**config.mk**
```make
export PLATFORM = sky130hd
export DESIGN_NAME = pe_axi_rd_arbiter
export DESIGN_NICKNAME = d
export VERILOG_FILES = /design/src/rtl/pe_axi_rd_arbiter.sv
export SDC_FILE = /design/constraint.sdc
export NUM_CORES = 1
export LEC_CHECK = 0
export ABC_AREA = 1
export CORE_ASPECT_RATIO = 0.5
export CORE_MARGIN = 10
export CORE_UTILIZATION = 35
export CTS_BUF_LIST = sky130_fd_sc_hd__clkbuf_16
export DETAILED_ROUTE_END_ITERATION = 8
export PLACE_DENSITY = 0.82
export SLEW_MARGIN = 0
export SYNTH_ARGS = -nofsm -noshare
export SYNTH_HDL_FRONTEND = slang
export SYNTH_SLANG_ARGS = --single-unit
export TNS_END_PERCENT = 1
```
**constraint.sdc**
```tcl
create_clock -name clk -period 2.15 [get_ports clk]
set_input_delay 0.215 -clock clk [delete_from_list [all_inputs] [get_ports clk]]
set_output_delay 0.215 -clock clk [all_outputs]
set_load 0.005 [all_outputs]
```
**src/rtl/pe_axi_rd_arbiter.sv**
```systemverilog
// pe_axi_rd_arbiter: round-robin share of one AXI4 read master
// between NUM_REQ PE clients, one burst in flight, sticky R errors.
module pe_axi_rd_arbiter #(
    parameter int NUM_REQ        = 4,
    parameter int AXI_ADDR_WIDTH = 32,
    parameter int AXI_DATA_WIDTH = 64,
    parameter int AXI_ID_WIDTH   = 4,
    localparam int OW            = $clog2(NUM_REQ)
) (
    input  logic                              clk,
    input  logic                              rst_n,
    input  logic [NUM_REQ-1:0]                req_arvalid,
    input  logic [NUM_REQ*AXI_ADDR_WIDTH-1:0] req_araddr,
    input  logic [NUM_REQ*8-1:0]              req_arlen,
    output logic [NUM_REQ-1:0]                req_arready,
    output logic [NUM_REQ-1:0]                req_rvalid,
    output logic [AXI_DATA_WIDTH-1:0]         req_rdata,
    output logic [1:0]                        req_rresp,
    output logic                              req_rlast,
    input  logic [NUM_REQ-1:0]                req_rready,
    output logic [AXI_ID_WIDTH-1:0]           axi_arid,
    output logic [AXI_ADDR_WIDTH-1:0]         axi_araddr,
    output logic [7:0]                        axi_arlen,
    output logic [2:0]                        axi_arsize,
    output logic [1:0]                        axi_arburst,
    output logic [3:0]                        axi_arcache,
    output logic [2:0]                        axi_arprot,
    output logic                              axi_arvalid,
    input  logic                              axi_arready,
    input  logic [AXI_ID_WIDTH-1:0]           axi_rid,
    input  logic [AXI_DATA_WIDTH-1:0]         axi_rdata,
    input  logic [1:0]                        axi_rresp,
    input  logic                              axi_rlast,
    input  logic                              axi_rvalid,
    output logic                              axi_rready,
    output logic                              busy,
    output logic [OW-1:0]                     owner,
    output logic [NUM_REQ-1:0]                err_sticky,
    input  logic                              err_clr
);

    typedef enum logic [1:0] {
        IDLE,
        ADDR,
        DATA
    } state_t;

    state_t        state, state_nxt;
    logic [OW-1:0] rr_ptr;
    logic [OW-1:0] gnt_idx;
    logic          gnt_any;
    logic [7:0]    beat_cnt;
    logic          r_hs;
    logic          r_err;

    assign axi_arsize  = 3'd3;
    assign axi_arburst = 2'b01;
    assign axi_arcache = 4'd3;
    assign axi_arprot  = 3'b000;
    assign req_rdata   = axi_rdata;
    assign req_rresp   = axi_rresp;
    assign req_rlast   = axi_rlast;

    // First requester at or above rr_ptr, wrapping; downward scan keeps the nearest.
    always_comb begin
        gnt_any = 1'b0;
        gnt_idx = '0;
        for (int i = NUM_REQ - 1; i >= 0; i--) begin
            if (req_arvalid[(int'(rr_ptr) + i) % NUM_REQ]) begin
                gnt_any = 1'b1;
                gnt_idx = OW'((int'(rr_ptr) + i) % NUM_REQ);
            end
        end
    end

    // Next state plus handshake outputs; R path is a pure pass-through to the owner.
    always_comb begin
        state_nxt   = state;
        req_arready = '0;
        req_rvalid  = '0;
        axi_arvalid = 1'b0;
        axi_rready  = 1'b0;
        unique case (state)
            IDLE: begin
                if (gnt_any) begin
                    req_arready[gnt_idx] = 1'b1;
                    state_nxt            = ADDR;
                end
            end
            ADDR: begin
                axi_arvalid = 1'b1;
                if (axi_arready) state_nxt = DATA;
            end
            DATA: begin
                axi_rready        = req_rready[owner];
                req_rvalid[owner] = axi_rvalid;
                if (axi_rvalid && req_rready[owner] && axi_rlast) state_nxt = IDLE;
            end
            default: state_nxt = IDLE;
        endcase
    end

    assign busy  = (state != IDLE);
    assign r_hs  = (state == DATA) && axi_rvalid && axi_rready;
    assign r_err = (axi_rid != axi_arid) || (axi_rresp != 2'b00) ||
                   (axi_rlast && (beat_cnt != axi_arlen)) ||
                   (!axi_rlast && (beat_cnt == axi_arlen));

    // State register.
    always_ff @(posedge clk or negedge rst_n) begin
        if (!rst_n) state <= IDLE;
        else        state <= state_nxt;
    end

    // Capture the winner's request so AR stays stable through ADDR.
    always_ff @(posedge clk or negedge rst_n) begin
        if (!rst_n) begin
            rr_ptr     <= '0;
            owner      <= '0;
            axi_araddr <= '0;
            axi_arlen  <= '0;
            axi_arid   <= '0;
        end else if (state == IDLE && gnt_any) begin
            rr_ptr     <= OW'((int'(gnt_idx) + 1) % NUM_REQ);
            owner      <= gnt_idx;
            axi_araddr <= req_araddr[int'(gnt_idx)*AXI_ADDR_WIDTH +: AXI_ADDR_WIDTH];
            axi_arlen  <= req_arlen[int'(gnt_idx)*8 +: 8];
            axi_arid   <= AXI_ID_WIDTH'(gnt_idx);
        end
    end

    // Beat counter: zeroed on AR accept, bumped per accepted R beat.
    always_ff @(posedge clk or negedge rst_n) begin
        if (!rst_n)                            beat_cnt <= '0;
        else if (state == ADDR && axi_arready) beat_cnt <= '0;
        else if (r_hs)                         beat_cnt <= beat_cnt + 8'd1;
    end

    // Sticky per-client error flags; clear wins over a same-cycle set.
    always_ff @(posedge clk or negedge rst_n) begin
        if (!rst_n)             err_sticky        <= '0;
        else if (err_clr)       err_sticky        <= '0;
        else if (r_hs && r_err) err_sticky[owner] <= 1'b1;
    end

endmodule

```
# --- Yosys cells after proc, flatten, opt, wreduce, memory -nomap -nowiden ---
# Cells that the tools add are included.
op_classes:
  add_sub_neg: 5
  magnitude_cmp: 8
  n_eq_ne: 8
  shifts: 2
  n_mux: 38
  bitwise: 5
  reduce_logical: 24
op_table:
  columns: ["operator", "count"]
  rows:
  - ["variable part select 128 x 8 -> 32 bit", 1]
  - ["variable part select 32 x 6 -> 8 bit", 1]
  - ["2-to-1 mux 4 bit", 5]
  - ["2-to-1 mux 1 bit", 16]
  - ["2-to-1 mux 8 bit", 2]
  - ["2-to-1 mux 2 bit", 7]
  - ["less-than comparator 3 x 4 -> 1 bit, second input constant", 3]
  - ["logical AND 1 bit", 11]
  - ["binary-select mux 1 bit (select 2 bit)", 5]
  - ["less-than comparator 2 x 3 -> 1 bit, second input constant", 3]
  - ["adder 8 x 1 -> 8 bit, second input constant", 1]
  - ["equality test 8 bit", 1]
  - ["inequality test 8 bit", 1]
  - ["nonzero test 2 bit", 4]
  - ["inequality test 2 bit, second input constant", 3]
  - ["one-hot mux 2 bit (3 select lines)", 1]
  - ["OR reduction 2 bit", 3]
  - ["adder 2 x 1 -> 2 bit, second input constant", 2]
  - ["adder 2 bit, second input constant", 2]
  - ["bitwise AND 4 bit", 1]
  - ["demux 1 bit (select 2 bit)", 2]
  - ["greater-or-equal comparator 2 x 1 -> 1 bit, second input constant", 2]
  - ["inequality test 4 x 2 -> 1 bit", 1]
  - ["OR 4 bit", 1]
  - ["other kinds (7)", 11]
word_totals:
  ff_bits: 58
  out_inout_bits: 140

# --- Depth between registers and ports, before layout ---
# Gate-level depths: netlist of the first run.
depth:
  ltp_word: 16
  ltp_mapped: 17

# --- Worst setup path after synthesis of the first run ---
# OpenSTA, ideal clock, no wires.
synth_path:
  path_kind: "register to output"
  start: "register rr_ptr[0]"
  end: "output req_arready[3]"
  arrival_time_ps: 1706
  setup_slack_ps: 229
  path_stages_with_launch: 16
  path_cell_list: "dfrtp_1 -> inv_2 -> nand2_1 -> nand2_1 -> nand2_2 -> nand2_2 -> inv_2 -> nand2_1 -> nand2_1 -> nand2_2 -> nand2_2 -> buf_6 -> buf_6 -> nor2_1 -> inv_1 -> nor2_1"
synth_via:
  elab_chain_cells: 14
  elab_cells_between_ends: 29
synth_rtl:
  columns: ["element", "line", "rtl"]
  rows:
  - ["start, declared", "49", "logic [OW-1:0] rr_ptr;"]
  - ["start signal, assigned", "124", "rr_ptr <= OW'((int'(gnt_idx) + 1) % NUM_REQ);"]
  - ["adder 2 bit", "69, 71", null]
  - ["binary-select mux 1 bit (select 2 bit)", "69", "if (req_arvalid[(int'(rr_ptr) + i) % NUM_REQ]) begin"]
  - ["2-to-1 mux 1 bit (implied by the code) (2 in a row)", "69", null]
  - ["2-to-1 mux 2 bit (4 in a row)", "69", null]
  - ["less-than comparator 2 x 3 -> 1 bit (implied by the code) / greater-or-equal comparator 2 x 1 -> 1 bit (equally long branches)", "86", "req_arready[gnt_idx] = 1'b1;"]
  - ["logical AND 1 bit (implied by the code)", "86", null]
  - ["2-to-1 mux 1 bit (implied by the code)", "86", null]
  - ["demux 1 bit (select 2 bit)", "86", null]
  - ["2-to-1 mux 4 bit (*)", "85", "if (gnt_any) begin"]
  - ["2-to-1 mux 4 bit (*)", "83", "unique case (state)"]
  - ["end, declared", "15", "output logic [NUM_REQ-1:0] req_arready,"]
# Mark *: on every way between the ends. The rest lies on a longest branch, timed or not. The select of a mux whose other input is x is not followed.

# --- Final worst setup path of the first run ---
layout_path:
  start: "register rr_ptr[1]"
  end: "output req_arready[1]"
# Same word-level chain as after synthesis.

==> flow_summary.ini, run 1 <==
[synth]
synthTopCellsByArea = dfrtp_1 (28%), nand2_1 (18%), nand3_1 (13%), buf_4 (13%), inv_1 (11%)
ys_warn_count = 0
syn_inst = 829
synthArstFlopShare = 1.000
synth_area_mm2 = 0.005201
ys_types = 34
syn_area_per_cell_um2 = 6.274
synth_top_area_cell = dfrtp_1
synth_edf_count = 0
synthFlopType = dfrtp_1
synth_top_cell_area_share = 0.2790
seq_area_frac_synth = 0.2790
synth-seq-cells = 58

[pwr]
power_density_mw_per_mm2 = 1558
design_power_total_mw = 12.14
p_clk_frac = 0.124
cellLeakagePower_nw = 4.075
power.internal_mw = 6.343
power.switching_mw = 5.801
comb_power_share = 0.709
p_seq_frac = 0.167
swShare = 0.4777
peakVddDrop_uv = 1311

[setup_path]
ff2ff_path_depth = 15
rr_startpoint = rr_ptr[1]$_DFFE_PN0P_
cp.arrival_ns = 2.03
crit_path_cell_trace = inv_2 -> nand2_1 -> nand2_2 -> nand2_2 -> nand2_4 -> inv_2 -> nand2_1 -> nand2_1 -> nand2_2 -> nand2_4 -> nor2_4 -> nand2_1 -> inv_1 -> clkdlybuf4s15_2
cp_max_fo = 5
cp.required_ns = 1.93
critical_path_class = flip-flop to primary output
cp-end-kind = primary output
crit_family = simple AND/OR/NAND/NOR gates
path_buf_inv = 4
timing.critical_path.from_type = flip-flop
cp_common_cell = nand2_1
cp_slowest_cell = dfrtp_2
r2r-end = axi_araddr[17]$_DFFE_PN0P_
cpPeakStageDelay_ns = 0.46
reg2reg_slack_ns = -0.03

[floorplan]
core_area_mm2 = 0.01451
die_h_um = 106.2
num_rows = 31
dieWidth_um = 192.4
die_area_mm2 = 0.02043
pin_count = 384
initial_core_util = 0.3585

[cells_and_area]
multi_input_area_mm2 = 0.002439
n_fill_cell = 1372
synthToLayoutAreaGrowth_pct = 49.89
final_cell_count_no_fill = 1213
num-nets-final = 1255
drive_gt1_frac = 0.1034
num_antenna_cells = 0
regArea_mm2 = 0.001455

[clock_tree]
cts-root-buf = clkbuf_16
tritoncts = done
clock-sinks = 58
clk_path_buf_depth = 2
clk_latency_ns = 0.32
clkSlewWorstSetupHoldPaths_ns = 0.05
htree_levels = 3
cts_buffers = 9

[sta]
period_minus_slack_ns = 2.243
skew_ns = 0.003628
worstMarginPinSlew_ns = 0.7298
post-route-period-util = 1.043
slew_viol_final = 0
setup_violations = 17
rsz0062_at_grt = true
fmax_mhz = 445.9
finalWorstSetupSlack_ns = -0.09273
relSlewSlack = 0.5134
setup_tns_ns = -0.4818
hold_viol = 0

[min_path]
min-delay-start = axi_rdata[13]
hold_class = primary input to primary output
hold_end = req_rdata[13]
min_path_cells = 0

[placement]
portBuffers = 241
hpwl_um = 15640
placed_cells = 1190
place_congestion = 0.8598

[global_routing]
grt_pass1_wl_um = 30570
grt_pass1_vias = 5910
grt.total_usage = 0.1837
grt-ovfl-total = 0
grt_max_degree = 76
antenna_found_initial = 0

[detailed_routing]
drt_iter0_drc = 299
finalWirelength_um = 19760
drc = 0
routedWlPerCell_um = 16.29
dr.pass1.iters = 4
vias = 5672
viasPerCell = 4.676
ant_nets = 0

[outcome]
outcome = finished, violations left
violations = setup timing

[flow_run]
drv_cap = 0
==> kinds of logic (layout without fill, tap and decap cells) <==
logic type	after synthesis	in the layout	share of synthesized area
simple gates	443	443	0.3714
other cells	2	14	0.001444
flops	58	58	0.2790
compound gates	38	38	0.05124
buf+inv	276	450	0.2759
xor+xnor	11	11	0.01852
fa+ha+maj	1	1	0.002405
==> per-stage QoR <==
stage | worst slack, ns | utilization | area [um2] | hold slack [ns]
finish | -0.09273 | 0.5374 | 7796 | 0.4300
global placement | -0.2191 | 0.5045 | 7318 | 0.3202
detailed placement | -0.2657 | 0.5045 | 7318 | 0.3199
CTS | -0.05563 | 0.5309 | 7701 | 0.4300
floorplan | 0.2293 | - | 5246 | -0.08059
global route | -0.2085 | 0.5374 | 7796 | 0.4300
==> metal layers <==
metal | wire [um] | vias up | track usage | share of wire
met5 | 0 | - | 0 | 0
met4 | 633 | 0 | 0.06931 | 0.032
met3 | 1250 | 60 | 0.05349 | 0.063
met2 | 10560 | 189 | 0.3451 | 0.53
met1 | 7316 | 2639 | 0.1898 | 0.37
li1 | - | 2784 | - | -
==> power groups by stage <==
stage | registers [mW] | logic [mW] | clock network (mW)
2_1_floorplan | 1.97 | 5.37 | 0
3_3_place_gp | 2.00 | 7.84 | 0
3_5_place_dp | 2.02 | 8.05 | 0
4_1_cts | 2.02 | 8.21 | 1.54
5_1_grt | 2.10 | 9.66 | 1.59
6_report | 2.03 | 8.61 | 1.51
==> cells in the mapped netlist, types with 2 or more instances <==
| master | count |
|---|---|
| nor2_1 | 23 |
| or2_1 | 8 |
| buf_4 | 90 |
| buf_6 | 7 |
| nor3_1 | 7 |
| buf_1 | 2 |
| or2_2 | 11 |
| o21ai_0 | 6 |
| nand3_1 | 136 |
| inv_2 | 5 |
| buf_2 | 7 |
| nand2_2 | 5 |
| xnor2_1 | 6 |
| dfrtp_1 | 58 |
| o211ai_1 | 20 |
| nand2_1 | 245 |
| inv_1 | 152 |
| nor2_2 | 2 |
| a21oi_1 | 6 |
| nand4_1 | 2 |
| xor2_1 | 5 |
| clkbuf_1 | 13 |
| conb_1 | 2 |
==> sequential cells by signal (all words and copies together) (netlist names) <==
signal / cells
axi_araddr: 32
axi_arlen: 8
beat_cnt: 8
err_sticky: 4
owner: 2
rr_ptr: 2
state: 2
==> cell usage in the layout, fill, tap and decap left out, types with 7 or more instances in the layout <==
| master | Yosys | final |
|---|---|---|
| clkdlybuf4s50_1 | 0 | 233 |
| nor3_1 | 7 | 7 |
| nand2_2 | 5 | 13 |
| buf_4 | 90 | 27 |
| inv_1 | 152 | 149 |
| nor2_1 | 23 | 17 |
| o211ai_1 | 20 | 20 |
| or2_1 | 8 | 8 |
| clkbuf_16 | 0 | 10 |
| inv_2 | 5 | 7 |
| conb_1 | 2 | 14 |
| or2_2 | 11 | 11 |
| nand2_1 | 245 | 235 |
| dfrtp_1 | 58 | 55 |
| nand3_1 | 136 | 134 |
==> repair_timing <==
item	CTS	global route
hold endpoints to repair	27	0
setup buffers	3	2
resized for setup	32	19
pin swaps	5	1
hold buffers	1	0
setup endpoints to repair	33	49
gates cloned	0	1
==> worst reg2reg max path, stage by stage, from the launching register on <==
cell     delay [ns]
dfrtp_2        0.46
inv_2          0.12
nand2_1        0.07
nand2_2        0.09
nand2_2        0.10
nand2_4        0.10
inv_2          0.04
nand2_1        0.04
nand2_1        0.06
nand2_2        0.09
nand2_4        0.09
buf_4          0.18
buf_16         0.17
or2_2          0.29
nand3_1        0.07
nand3_1        0.08
==> area by class of cell <==
type | count | area share
multi-input cells | 507 | 0.3128
repair buffers | 277 | 0.3532
inverters | 157 | 0.07591
clock buffers | 9 | 0.02889
flip-flops and latches | 58 | 0.1866
clock inverters | 7 | 0.01075
well taps | 198 | 0.03178
==> worst max path at each step <==
| stage | from | endpoint | cells after the start |
|---|---|---|---|
| 6_report | rr_ptr[1]$_DFFE_PN0P_ | req_arready[1] | 14 |
| 2_1_floorplan | rr_ptr[0]$_DFFE_PN0P_ | req_arready[3] | 15 |
| 4_1_cts | rr_ptr[0]$_DFFE_PN0P_ | req_arready[3] | 13 |
| 3_3_place_gp | req_arvalid[1] | req_arready[3] | 14 |
| 5_1_grt | rr_ptr[1]$_DFFE_PN0P_ | req_arready[1] | 14 |
| 3_5_place_dp | req_arvalid[0] | req_arready[3] | 14 |
Note: power is estimated with default switching activity, not from simulation.
==> inputs of run 2 (changes only) <==
Settings changed: CAP_MARGIN set to 10.
==> results of run 2 <==
The final DEF is identical to that of run 1; final timing and power are the same.
==> inputs of run 3 (changes only) <==
Settings changed: ABC_AREA 1 to unset, CORE_UTILIZATION 35 to 32, CTS_CLUSTER_SIZE set to 24.
==> run 3 against run 2 <==
- the flow still finishes with violations (setup timing)
- core utilization decreased by 2.9 points
- largest power group unchanged
- clock power fell by 8%
- non-clock buffer count fell by 5
- synthesized cell count decreased by 41%
==> flow_summary.ini, run 3 <==
[outcome]
outcome = finished, violations left
violations = setup timing

[cells_and_area]
mostFrequentLayoutCells = clkdlybuf4s50_1 (235), dfrtp_1 (57), nand3_1 (43), o21ai_0 (43), a21oi_1 (42)
top_register = axi_araddr
post-route-util = 0.5084
multi_input_area_mm2 = 0.002221
final_common_cell = clkdlybuf4s50_1
largest_register_ffs = 32
n_fill_cell = 1181
top_regs = axi_araddr (32), axi_arlen (8), beat_cnt (8)
final_cell_count_no_fill = 839
num-nets-final = 904
synthToLayoutAreaGrowth_pct = 55.73
final_cell_area_mm2 = 0.006870
regArea_mm2 = 0.001453
drive_gt1_frac = 0.09351
num_antenna_cells = 0

[clock_tree]
cts_buffers = 9
clk_latency_ns = 0.33
clock-sinks = 58
cts-root-buf = clkbuf_16
tritoncts = done
htree_levels = 3
clk_path_buf_depth = 2

[placement]
place_congestion = 0.8807
placed_cells = 822
dp_slack_ns = -0.3394
portBuffers = 241
hpwl_um = 14680
placed_area_mm2 = 0.006548

[sta]
fin_worst_hold_slack_ns = 0.4300
skew_ns = 0.01310
hold_viol = 0
slew_viol_final = 0
setup_violations = 1
finalWorstSetupSlack_ns = -0.003340
relSlewSlack = 0.3314
period_minus_slack_ns = 2.153
setup_tns_ns = -0.003340
worstMarginPinSlew_ns = 1.001
fmax_mhz = 464.4
rsz0062_at_grt = true
post-route-period-util = 1.002

[synth]
ys_types = 46
synth.most_common_cell = buf_4
seq_area_frac_synth = 0.3290
synth_fa_ha_area_frac = 0.002836
synth_simple_gate_area_share = 0.1228
synthTopCellsByArea = dfrtp_1 (33%), buf_4 (14%), mux2_1 (9.7%), a221o_1 (9.1%), nand3_1 (4.9%)
syn_area_per_cell_um2 = 9.078
synth-seq-cells = 58
synth.top_cells.by_count = buf_4 (84), dfrtp_1 (58), nand3_1 (43), o21ai_0 (43), a21oi_1 (42)
synth_top_cell_area_share = 0.3290
synth_top_family_by_area = compound AO/OA/AOI/OAI gates
synthFlopType = dfrtp_1
yosys.area_share.xor_xnor = 0.03375
synth_compound_area_frac = 0.2124
ys_warn_count = 0
muxShareOfSynthArea = 0.1095
synth_top_area_cell = dfrtp_1
syn_inst = 486
synth_edf_count = 0
synth_area_mm2 = 0.004412
synthArstFlopShare = 1.000

[detailed_routing]
maxUsedRoutingLayer = met4
met1_length_um = 6587
finalWirelength_um = 18880
routedWlPerCell_um = 22.51
vias = 4474
viasPerCell = 5.333
wl_met2_um = 10400
drt_iter0_drc = 357
dr.pass1.iters = 5
wl_met3_um = 1390
drc = 0
ant_nets = 0

[global_routing]
grt_pass1_vias = 4653
grt_pass1_wl_um = 27050
grt_max_degree = 59
grt-ovfl-total = 0
antenna_found_initial = 0
grt.total_usage = 0.1854

[min_path]
hold_class = primary input to primary output
min_path_cells = 0

[floorplan]
num_rows = 30
dieWidth_um = 186.1
die_h_um = 103.0
die_area_mm2 = 0.01917
core_area_mm2 = 0.01351
pin_count = 384
initial_core_util = 0.3265

[setup_path]
cp_max_fo = 5
ff2ff_path_depth = 5
timing.critical_path.from_type = primary input
cp-end-kind = primary output
critical_path_class = primary input to primary output
cp.arrival_ns = 1.94
cp.required_ns = 1.93

[pwr]
design_power_total_mw = 7.431
peakVddDrop_uv = 595.5
cellLeakagePower_nw = 2.759
power_density_mw_per_mm2 = 1082

[flow_run]
drv_cap = 0
-- run 3: where the power goes --
| group | internal [mW] | total (mW) | switching [mW] |
|---|---|---|---|
| clock network | 0.880 | 1.39 | 0.505 |
| registers | 1.54 | 1.89 | 0.351 |
| logic | 2.27 | 4.16 | 1.88 |
| total | 4.69 | 7.43 | 2.74 |
-- run 3: cell type report --
cell class	instances	area share
clock buffers	9	0.03278
flip-flops and latches	58	0.2114
well taps	176	0.03205
multi-input cells	315	0.3233
repair buffers	272	0.3903
inverters	3	0.001639
clock inverters	6	0.008559
-- run 3: kinds of logic after synthesis --
family / Yosys count
other: 2
AO/OA/AOI/OAI: 138
flip-flops: 58
AND/OR/NAND/NOR: 103
XOR/XNOR: 17
adder cells (fa/ha/maj): 1
multiplexers: 42
buffers and inverters: 125
-- run 3: timing repair --
item	4_1_cts	5_1_grt
pin swaps	1	21
setup buffers	1	0
resized for setup	13	0
hold buffers	1	0
hold endpoints to repair	58	0
endpoints found under the setup margin	46	46
-- run 3: path summary, 6_finish.rpt --
kind                                               to                 startpoint  slack, ns
setup / recovery                       req_arready[1]             req_arvalid[2]     -0.003
hold / removal                          req_rdata[11]              axi_rdata[11]       0.43
setup reg to reg           axi_araddr[25]$_DFFE_PN0P_       state[1]$_DFFE_PN0P_       0.03
hold reg to reg             err_sticky[1]$_DFFE_PN0P_  err_sticky[1]$_DFFE_PN0P_       0.50
max in group asynchronous       rr_ptr[1]$_DFFE_PN0P_                      rst_n       1.43
min in group asynchronous   err_sticky[1]$_DFFE_PN0P_                      rst_n       0.45
-- run 3: per-layer routing --
layer	track usage	vias up
met5	0	-
met2	0.3431	203
li1	-	2024
met1	0.1985	2191
met3	0.05276	56
met4	0.07138	0
-- run 3: worst max-delay path: stages --
cell and delay [ns]:
clkdlybuf4s50_1 0.46, or4_1 0.62, nand2b_4 0.14, nor2_1 0.06, and2_1 0.15, dlygate4sd2_1 0.29
